### config.mk
export PLATFORM = sky130hd
export DESIGN_NAME = nexys_starship_threat_scheduler
export DESIGN_NICKNAME = d
export VERILOG_FILES = /design/src/rtl/nexys_starship_pkg.sv /design/src/rtl/nexys_starship_tick_gen.sv /design/src/rtl/nexys_starship_threat_scheduler.sv
export SDC_FILE = /design/constraint.sdc
export NUM_CORES = 1
export LEC_CHECK = 0
export BUFFER_PORTS_ARGS = -buffer_cell sky130_fd_sc_hd__buf_2
export CORE_MARGIN = 2
export CORE_UTILIZATION = 61
export DETAILED_ROUTE_END_ITERATION = 8
export GPL_TIMING_DRIVEN = 0
export PLACE_DENSITY_LB_ADDON = 0.3
export SETUP_SLACK_MARGIN = 0.2
export SYNTH_ARGS = -nofsm -noshare
export SYNTH_HDL_FRONTEND = slang
export SYNTH_HIERARCHICAL = 1
export SYNTH_SLANG_ARGS = --single-unit
export TNS_END_PERCENT = 10
### constraint.sdc
create_clock -name Clk -period 5.6 [get_ports Clk]
set_input_delay 0.84 -clock Clk [delete_from_list [all_inputs] [get_ports Clk]]
set_output_delay 0.84 -clock Clk [all_outputs]
set_load 0.005 [all_outputs]
### src/rtl/nexys_starship_pkg.sv
// Shared encodings for the starship threat scheduler: FSM states, LFSR taps, sizing helpers.
package nexys_starship_pkg;

    typedef enum logic [2:0] {
        S_IDLE = 3'b001,
        S_RUN  = 3'b010,
        S_LOST = 3'b100
    } state_t;

    // Fibonacci feedback taps for x^8 + x^6 + x^5 + x^4 + 1 (bits 7,5,4,3)
    localparam logic [7:0] LFSR_TAPS    = 8'hB8;
    localparam int         NUM_TERM_DEF = 4;

    function automatic int idx_width(input int n);
        return (n > 1) ? $clog2(n) : 1;
    endfunction

endpackage

### src/rtl/nexys_starship_tick_gen.sv
// Game tick prescaler: tick is high for one cycle every TICK_DIV cycles while en is high.
// Counter is held at zero whenever en is low so every game starts on a fresh tick phase.
module nexys_starship_tick_gen #(
    parameter int TICK_DIV = 1000000
) (
    input  logic Clk,
    input  logic Reset,
    input  logic en,
    output logic tick
);

    localparam int CW = (TICK_DIV > 1) ? $clog2(TICK_DIV) : 1;

    logic [CW-1:0] cnt;

    assign tick = en && (cnt == CW'(TICK_DIV - 1));

    always_ff @(posedge Clk or posedge Reset) begin
        if (Reset) begin
            cnt <= '0;
        end else if (!en || tick) begin
            cnt <= '0;
        end else begin
            cnt <= cnt + CW'(1);
        end
    end

endmodule

### src/rtl/nexys_starship_threat_scheduler.sv
// Spawns, ages and clears threats on NUM_TERM terminals during PLAY; flags game_over on expiry.
// Clears and spawns land one cycle after the request; LOST freezes every output until play_en drops.
module nexys_starship_threat_scheduler
    import nexys_starship_pkg::*;
#(
    parameter int         NUM_TERM    = NUM_TERM_DEF,
    parameter int         TICK_DIV    = 1000000,
    parameter int         SPAWN_INIT  = 200,
    parameter int         SPAWN_MIN   = 50,
    parameter int         SPAWN_STEP  = 10,
    parameter int         THREAT_LIFE = 500,
    parameter int         LEVEL_KILLS = 8,
    parameter logic [7:0] LFSR_SEED   = 8'hA5
) (
    input  logic                Clk,
    input  logic                Reset,
    input  logic                play_en,
    input  logic [NUM_TERM-1:0] clear_req,
    output logic [NUM_TERM-1:0] threat_active,
    output logic [NUM_TERM-1:0] threat_urgent,
    output logic                spawn_pulse,
    output logic                game_over,
    output logic [15:0]         kill_count,
    output logic [3:0]          level
);

    localparam int IDX_W = idx_width(NUM_TERM);
    localparam int LW    = $clog2(THREAT_LIFE + 1);

    state_t              state;
    logic [7:0]          lfsr;
    logic [15:0]         spawn_cnt;
    logic                tick;
    logic                run;
    logic                wipe;
    logic [NUM_TERM-1:0] active;
    logic [NUM_TERM-1:0] clr_vld;
    logic [NUM_TERM-1:0] expire;
    logic [NUM_TERM-1:0] spawn_sel;
    logic                found;
    logic                expire_any;
    logic                do_spawn;
    logic [IDX_W-1:0]    start;
    logic [IDX_W-1:0]    pj;
    logic [15:0]         dec;
    logic [15:0]         interval;
    logic [16:0]         kill_sum;
    logic [15:0]         kill_new;
    logic                crossed;

    nexys_starship_tick_gen #(.TICK_DIV(TICK_DIV)) u_tick (
        .Clk   (Clk),
        .Reset (Reset),
        .en    (run),
        .tick  (tick)
    );

    assign run        = (state == S_RUN);
    assign wipe       = (state == S_IDLE) || !play_en;
    assign expire_any = |expire;
    assign start      = IDX_W'(lfsr % 8'(NUM_TERM));

    // Probe from the random start and take the first idle terminal; a terminal
    // being cleared this cycle still reads as busy because active has not dropped yet.
    always_comb begin
        spawn_sel = '0;
        found     = 1'b0;
        pj        = '0;
        for (int k = 0; k < NUM_TERM; k++) begin
            pj = IDX_W'((int'(start) + k) % NUM_TERM);
            if (!found && !active[pj]) begin
                spawn_sel[pj] = 1'b1;
                found         = 1'b1;
            end
        end
    end

    assign do_spawn = run && tick && (spawn_cnt == 16'd1) && found && !expire_any;

    // Clamp before subtracting so a high level never wraps the interval.
    assign dec      = 16'(level) * 16'(SPAWN_STEP);
    assign interval = ((dec + 16'(SPAWN_MIN)) >= 16'(SPAWN_INIT)) ? 16'(SPAWN_MIN)
                                                                : 16'(SPAWN_INIT) - dec;

    assign kill_sum = {1'b0, kill_count} + 17'($countones(clr_vld));
    assign kill_new = kill_sum[16] ? 16'hFFFF : kill_sum[15:0];
    assign crossed  = (kill_new / 16'(LEVEL_KILLS)) != (kill_count / 16'(LEVEL_KILLS));

    for (genvar i = 0; i < NUM_TERM; i++) begin : g_term
        logic          a_q, a_n, u_q;
        logic [LW-1:0] l_q, l_n;

        assign clr_vld[i] = run && clear_req[i] && a_q;
        assign expire[i]  = run && tick && a_q && (l_q == LW'(1)) && !clear_req[i];

        always_comb begin
            a_n = a_q;
            l_n = l_q;
            if (wipe) begin
                a_n = 1'b0;
                l_n = '0;
            end else if (run && !expire_any) begin
                if (clr_vld[i]) begin
                    a_n = 1'b0;
                    l_n = '0;
                end else if (do_spawn && spawn_sel[i]) begin
                    a_n = 1'b1;
                    l_n = LW'(THREAT_LIFE);
                end else if (tick && a_q) begin
                    l_n = l_q - LW'(1);
                end
            end
        end

        always_ff @(posedge Clk or posedge Reset) begin
            if (Reset) begin
                a_q <= 1'b0;
                l_q <= '0;
                u_q <= 1'b0;
            end else begin
                a_q <= a_n;
                l_q <= l_n;
                u_q <= a_n && (l_n <= LW'(THREAT_LIFE / 4));
            end
        end

        assign active[i]        = a_q;
        assign threat_active[i] = a_q;
        assign threat_urgent[i] = u_q;
    end

    always_ff @(posedge Clk or posedge Reset) begin
        if (Reset) begin
            state       <= S_IDLE;
            lfsr        <= LFSR_SEED;
            spawn_cnt   <= '0;
            spawn_pulse <= 1'b0;
            game_over   <= 1'b0;
            kill_count  <= '0;
            level       <= '0;
        end else begin
            lfsr <= {lfsr[6:0], ^(lfsr & LFSR_TAPS)};
            case (state)
                S_IDLE: begin
                    spawn_pulse <= 1'b0;
                    game_over   <= 1'b0;
                    kill_count  <= '0;
                    level       <= '0;
                    if (play_en) begin
                        state     <= S_RUN;
                        spawn_cnt <= 16'(SPAWN_INIT);
                    end
                end
                S_RUN: begin
                    if (!play_en) begin
                        state       <= S_IDLE;
                        spawn_pulse <= 1'b0;
                        kill_count  <= '0;
                        level       <= '0;
                    end else if (expire_any) begin
                        state       <= S_LOST;
                        game_over   <= 1'b1;
                        spawn_pulse <= 1'b0;
                    end else begin
                        spawn_pulse <= do_spawn;
                        if (tick) begin
                            spawn_cnt <= (spawn_cnt == 16'd1) ? interval : spawn_cnt - 16'd1;
                        end
                        kill_count <= kill_new;
                        if (crossed && (level != 4'hF)) begin
                            level <= level + 4'd1;
                        end
                    end
                end
                S_LOST: begin
                    spawn_pulse <= 1'b0;
                    if (!play_en) begin
                        state      <= S_IDLE;
                        game_over  <= 1'b0;
                        kill_count <= '0;
                        level      <= '0;
                    end
                end
                default: state <= S_IDLE;
            endcase
        end
    end

endmodule

; After elaboration in Yosys (flattened, before gate mapping)
; Index checks and enable logic that the tools add are counted.
[totals]
ff_bits = 113
input_bits = 7
word_cells = 234
[classes]
add_sub_neg = 16
multipliers = 1
order_cmp = 13
eq_ne = 20
mux = 90
bitwise_logic = 3
reduce_logical = 71
[ops]
columns = operator, count
row1 = $mux W9, 20
row2 = $mux W16, 10
row3 = $pmux W16 S3, 1
row4 = $logic_and A1 B1 Y1, 46
row5 = $eq A9 B1 Y1 const B, 4
row6 = $le A9 B7 Y1 const B, 4
row7 = $sub A9 B1 Y9 const B, 4
row8 = $mux W1, 33
row9 = $mux W4, 8
row10 = $pmux W16 S2, 1
row11 = $add A20 B1 Y20 const B, 1
row12 = $eq A20 B20 Y1 const B, 1
row13 = $mux W20, 1
row14 = $add A16 B3 Y17, 1
row15 = $eq A16 B1 Y1 const B, 1
row16 = $sub A16 B1 Y16 const B, 1
row17 = $ne A13 B13 Y1, 1
row18 = $logic_not A1 Y1, 12
row19 = $lt A2 B3 Y1 const B, 4
row20 = $mux W3, 4
row21 = $or A4 B4 Y4, 3
row22 = $pmux W4 S3, 1
row23 = $ne A2 B2 Y1 const B, 5
row24 = $add A8 B6 Y9 const B, 1
row25 = 30 further kinds, 46

; Logic depth before layout (Yosys ltp)
[logic_depth]
depth_word = 21
mapped_depth = 18

; Cells and area by module
; Netlist, hierarchy kept.
[by_module_without_submodules]
columns = module, instances, cells_each, area_per_inst_um2, seq_area_each_um2
row1 = nexys_starship_threat_scheduler, 1, 763, 6407.4, 2333.5
row2 = nexys_starship_tick_gen, 1, 102, 1032.2, 500.5

; Worst setup path before layout
; Ideal clock, no wire load.
[synth_path]
kind = flip-flop to flip-flop
from = reg state[2]
to = reg level[3]
arrival_time_ns = 3.476
required_time_ns = 5.517
slack_ns = 2.042
stages_incl_launch_ff = 19
synth_period_minus_slack_ns = 3.558
path_cell_list = dfrtp_1 > clkbuf_1 > inv_1 > nand2_1 > clkbuf_1 > nor2_1 > fa_1 > inv_1 > fa_1 > inv_1 > fa_1 > nand2_1 > nor2_1 > nand2_1 > nor2_1 > nor2_1 > nand4_1 > or4_1 > o21ai_0
[synth_via]
elab_chain_cells = 11
elab_cells_between_ends = 39
cone_classes = add/sub: 4 / eq/ne: 7 / mux: 2 / reduce/logical: 26
[synth_rtl]
columns = element, line_no
row1 = start: declaration, nexys_starship_threat_scheduler.sv:30  ; state_t state;
row2 = start signal: assignment, nexys_starship_threat_scheduler.sv:134  ; state <= S_IDLE;
row3 = start signal: assignment, nexys_starship_threat_scheduler.sv:150  ; state <= S_RUN;
row4 = start signal: assignment, nexys_starship_threat_scheduler.sv:156  ; state <= S_IDLE;
row5 = $eq A3 B2 Y1, "nexys_starship_threat_scheduler.sv:58, nexys_starship_threat_scheduler.sv:143"
row6 = $logic_and A1 B1 Y1 (2 in series), nexys_starship_threat_scheduler.sv:93  ; assign clr_vld[i] = run && clear_req[i] && a_q;
row7 = $add A1 B1 Y2 (not written as such), nexys_starship_threat_scheduler.sv:85  ; assign kill_sum = {1'b0, kill_count} + 17'($countones(clr_vld));
row8 = $add A2 B2 Y3 (not written as such), nexys_starship_threat_scheduler.sv:85
row9 = $add A16 B3 Y17, nexys_starship_threat_scheduler.sv:85
row10 = $mux W16, nexys_starship_threat_scheduler.sv:86  ; assign kill_new = kill_sum[16] ? 16'hFFFF : kill_sum[15:0];
row11 = $ne A13 B13 Y1, nexys_starship_threat_scheduler.sv:87  ; assign crossed = (kill_new / 16'(LEVEL_KILLS)) != (kill_count / 16'(LEVEL_KILLS));
row12 = $logic_and A1 B1 Y1, nexys_starship_threat_scheduler.sv:170  ; if (crossed && (level != 4'hF)) begin
row13 = $ne A3 B2 Y1 (no source line), --
row14 = $reduce_and A4 Y1 (no source line), --
row15 = end signal: assignment, nexys_starship_threat_scheduler.sv:171  ; level <= level + 4'd1;
row16 = end: declaration, nexys_starship_threat_scheduler.sv:24  ; output logic [3:0] level
; Parallel ways exist; a longest one is shown, timed or not.
; A chain may end at the register's enable or synchronous reset.

; Worst setup path in the final report
[layout_path]
from = reg state[1]
to = reg spawn_cnt[13]
[layout_via]
elab_chain_cells = 9
elab_cells_between_ends = 24
cone_classes = eq/ne: 6 / mux: 1 / reduce/logical: 17
[layout_rtl]
columns = element, line_no
row1 = $eq A3 B2 Y1 *, nexys_starship_threat_scheduler.sv:58  ; assign run = (state == S_RUN);
row2 = via run, nexys_starship_threat_scheduler.sv:34  ; logic run;
row3 = $logic_and A1 B1 Y1 *, nexys_starship_tick_gen.sv:16  ; assign tick = en && (cnt == CW'(TICK_DIV - 1));
row4 = via tick, nexys_starship_threat_scheduler.sv:33  ; logic tick;
row5 = $logic_and A1 B1 Y1 (4 in series), nexys_starship_threat_scheduler.sv:94  ; assign expire[i] = run && tick && a_q && (l_q == LW'(1)) && !clear_req[i];
row6 = $reduce_or A4 Y1, nexys_starship_threat_scheduler.sv:60  ; assign expire_any = |expire;
row7 = $ne A2 B2 Y1 (no source line), --
row8 = $reduce_and A5 Y1 (no source line) *, --
row9 = end signal: assignment, nexys_starship_threat_scheduler.sv:151  ; spawn_cnt <= 16'(SPAWN_INIT);
row10 = end signal: assignment, nexys_starship_threat_scheduler.sv:167  ; spawn_cnt <= (spawn_cnt == 16'd1) ? interval : spawn_cnt - 16'd1;
row11 = end: declaration, nexys_starship_threat_scheduler.sv:32  ; logic [15:0] spawn_cnt;
; Mark *: on every way through the listed nets, which the timed path passes. The rest lies on a longest branch.

==> flow_summary.toml <==
[grt]
grt_max_degree = 52
grt_pass1_wl_um = 31400
gr-total-overflow = 0
grt_pass1_vias = 6463
antenna_found_initial = 0
grtUsageTotal_pct = 30.2

[final_layout]
drive_gt1_share_pct = 13.1
antenna_cells = 0
final_area_um2 = 8490
final_cell_mix = "dfrtp_1 (108), nand2_1 (80), nor2_1 (74)"
fin_util_pct = 70.9
final_common_cell = "dfrtp_1"
area_growth_pct = 14.1
layout.nets = 958

[clocking]
cts_buffer_depth = 2
htree_levels = 4
cts_hold_buf = 0
root_buffer = "clkbuf_16"
clk_pin_slew_ps = 50
post_cts_buffers = 0
tritoncts = "done"
clk_latency_ps = 430
numCtsBuffers = 17
clock_sinks = 113

[logic_synthesis]
yosys_warnings = 6
async_flop_share_pct = 100
yosysUniqueCellTypes = 85
ys_seq_area_share_pct = 38.1
ys.flop_type = "dfrtp_1"
syn-instance-count = 865
synth_area_leaders = "dfrtp_1 (36%), a21oi_1 (4.7%), ha_1 (4.4%)"
yosysTopAreaCell = "dfrtp_1"
netlist_area_um2 = 7440
syn_nets = 902
synth_top_area_share_pct = 36.3
ys_ff_latch = 113
syn_area_per_cell_um2 = 8.60
synth_enable_flop_cells = 0

[worst_setup_path]
r2r_cells = 13
path_cells = "nor2b_1 > nand2_1 > inv_1 > buf_1 > inv_1 > nor4_2 > nand2_1 > nor3_1 > nand2_1 > nor2_1 > clkbuf_1 > o21ai_0 > a31oi_1"
critical-path-top-delay-family = "simple AND/OR/NAND/NOR gates"
crit_path_end_kind = "flip-flop"
crit_required_ps = 5940
critical_path_depth = 13
crit_buf_inv = 4
critical_path_class = "reg2reg"
timing.critical_path.mode_cell = "nand2_1"
critPathMaxStageDelay_ps = 730
crit_path_start_kind = "flip-flop"
crit_slowest_cell = "nor3_1"
crit_path_max_fanout = 11
cp_data_arrival_time_ps = 5270

[pwr]
netSwitchingPower_w = 0.000520
ir_drop_mv = 0.292
leakagePower_nw = 3.69
p_sw_share_pct = 24.1
p_comb_share_pct = 6.4
seqPwrFrac_pct = 38.4
internal_power_w = 0.00163
pwr_density_cell_nw_per_um2 = 254
clkPwrFrac_pct = 55.2

[routing]
ant_nets = 0
via_count = 6939
drtIter0Drc = 855
first_pass_iters = 5
wirelength_um = 19000
post_drt_wl_per_cell_um = 17.6
route.detailed.drc = 0
vias_per_cell = 6.42

[run_status]
status = "complete, no violations"

[hold_path]
hold_path.class = "reg2reg"
worstHoldPathCells = 0

[sta]
worst_pin_slew_ps = 899
grt_setup_unrepaired = "false"
fmax_mhz = 203
finClkSkew_ps = 11.4
hold_viol = 0
maxSlewHeadroom_pct = 39.6
min_period_ps = 4930
setup_viol = 0
finalCritPeriodShare_pct = 88.0
slew_viol_final = 0
fin_setup_tns_ps = 0

[flow_run]
max-cap-violations = 0

[placed_design]
place_congestion = 0.925
dp_hpwl_um = 12800
dpl_cell_area_um2 = 7830
portBuffers = 36

[floorplan]
die_y_um = 114
dieArea_um2 = 13100
rows = 40
die_width_um = 114
core_area_um2 = 12000
top_level_ports = 37
start_util_pct = 62.2
==> cell usage after synthesis, drive strengths merged, types with 19 or more instances <==
master / n
nor3: 33
ha: 26
a21oi: 71
o21ai: 64
nand2: 82
buf: 20
nor2: 74
inv: 40
xor2: 19
clkbuf: 27
nand3: 33
dfrtp: 108
==> power groups by stage <==
stage	clock network [W]	registers, W	logic [W]
after floorplan	0	0.000839	0.0000899
after global placement	0	0.000841	0.000131
after detailed placement	0	0.000841	0.000135
after CTS	0.00119	0.000827	0.000136
after global routing	0.00123	0.000827	0.000152
final	0.00119	0.000827	0.000139
==> logic make-up after synthesis <==
family                   Yosys count  share of synthesized area (%)
AO/OA/AOI/OAI                    247                           21.3
XOR/XNOR                          29                           3.41
adder cells (fa/ha/maj)           30                           5.45
buffers and inverters             87                           5.15
flip-flops                       113                           38.1
multiplexers                       6                           1.36
AND/OR/NAND/NOR                  353                           25.2
==> path summary, 6_finish.rpt <==
check                                             end  slack [ps]                  from
min                                 lfsr[7]$_DFF_PP1_         360     lfsr[6]$_DFF_PP0_
max reg2reg                 spawn_cnt[13]$_DFFE_PP0P_         670  state[1]$_DFFE_PP0P_
min in group asynchronous  kill_count[15]$_DFFE_PP0P_         470                 Reset
max                         spawn_cnt[13]$_DFFE_PP0P_         670  state[1]$_DFFE_PP0P_
min reg2reg                         lfsr[7]$_DFF_PP1_         360     lfsr[6]$_DFF_PP0_
max in group asynchronous           lfsr[2]$_DFF_PP1_        4400                 Reset
==> per-stage QoR <==
step | setup WS, ps | total power, W | hold WS [ps] | instances
final | 673 | 0.00215 | 360 | 1081
after CTS | 492 | 0.00216 | 362 | 1081
after global placement | 620 | 0.000971 | 342 | 1048
after floorplan | 2040 | 0.000929 | 333 | 865
after detailed placement | 593 | 0.000975 | 342 | 1049
after global routing | 289 | 0.00221 | 363 | 1081
==> flip-flops by register name, summed over array words and instances, names as in the netlist <==
name	count
g_term.u_q	4
g_term.l_q	36
lfsr	8
kill_count	16
spawn_cnt	16
level	4
spawn_pulse	1
u_tick/cnt	20
state	3
game_over	1
g_term.a_q	4
==> layer usage <==
metal  share of wire, %  global-route usage (%)  vias up
li1                   -                       -     3296
met1                 44                    41.1     3254
met2                 47                    47.4      340
met3                7.2                    6.46       49
met4                2.6                    12.0        0
met5                  0                       0        -
==> area by class of cell <==
| class | instances | area [µm²] |
|---|---|---|
| multi-input combinational | 665 | 4230 |
| tap | 147 | 184 |
| fill | 901 | 3480 |
| inverter | 40 | 153 |
| buffer | 47 | 233 |
| sequential | 113 | 2830 |
| clock buffer | 20 | 467 |
| clock inverter | 12 | 179 |
| timing repair buffer | 37 | 208 |
==> repair_timing <==
action,in CTS,in global routing
endpoints found under the hold margin,0,0
endpoints found under the setup margin,0,10
gates resized for setup,0,1
(Power assumes the default switching activity.)
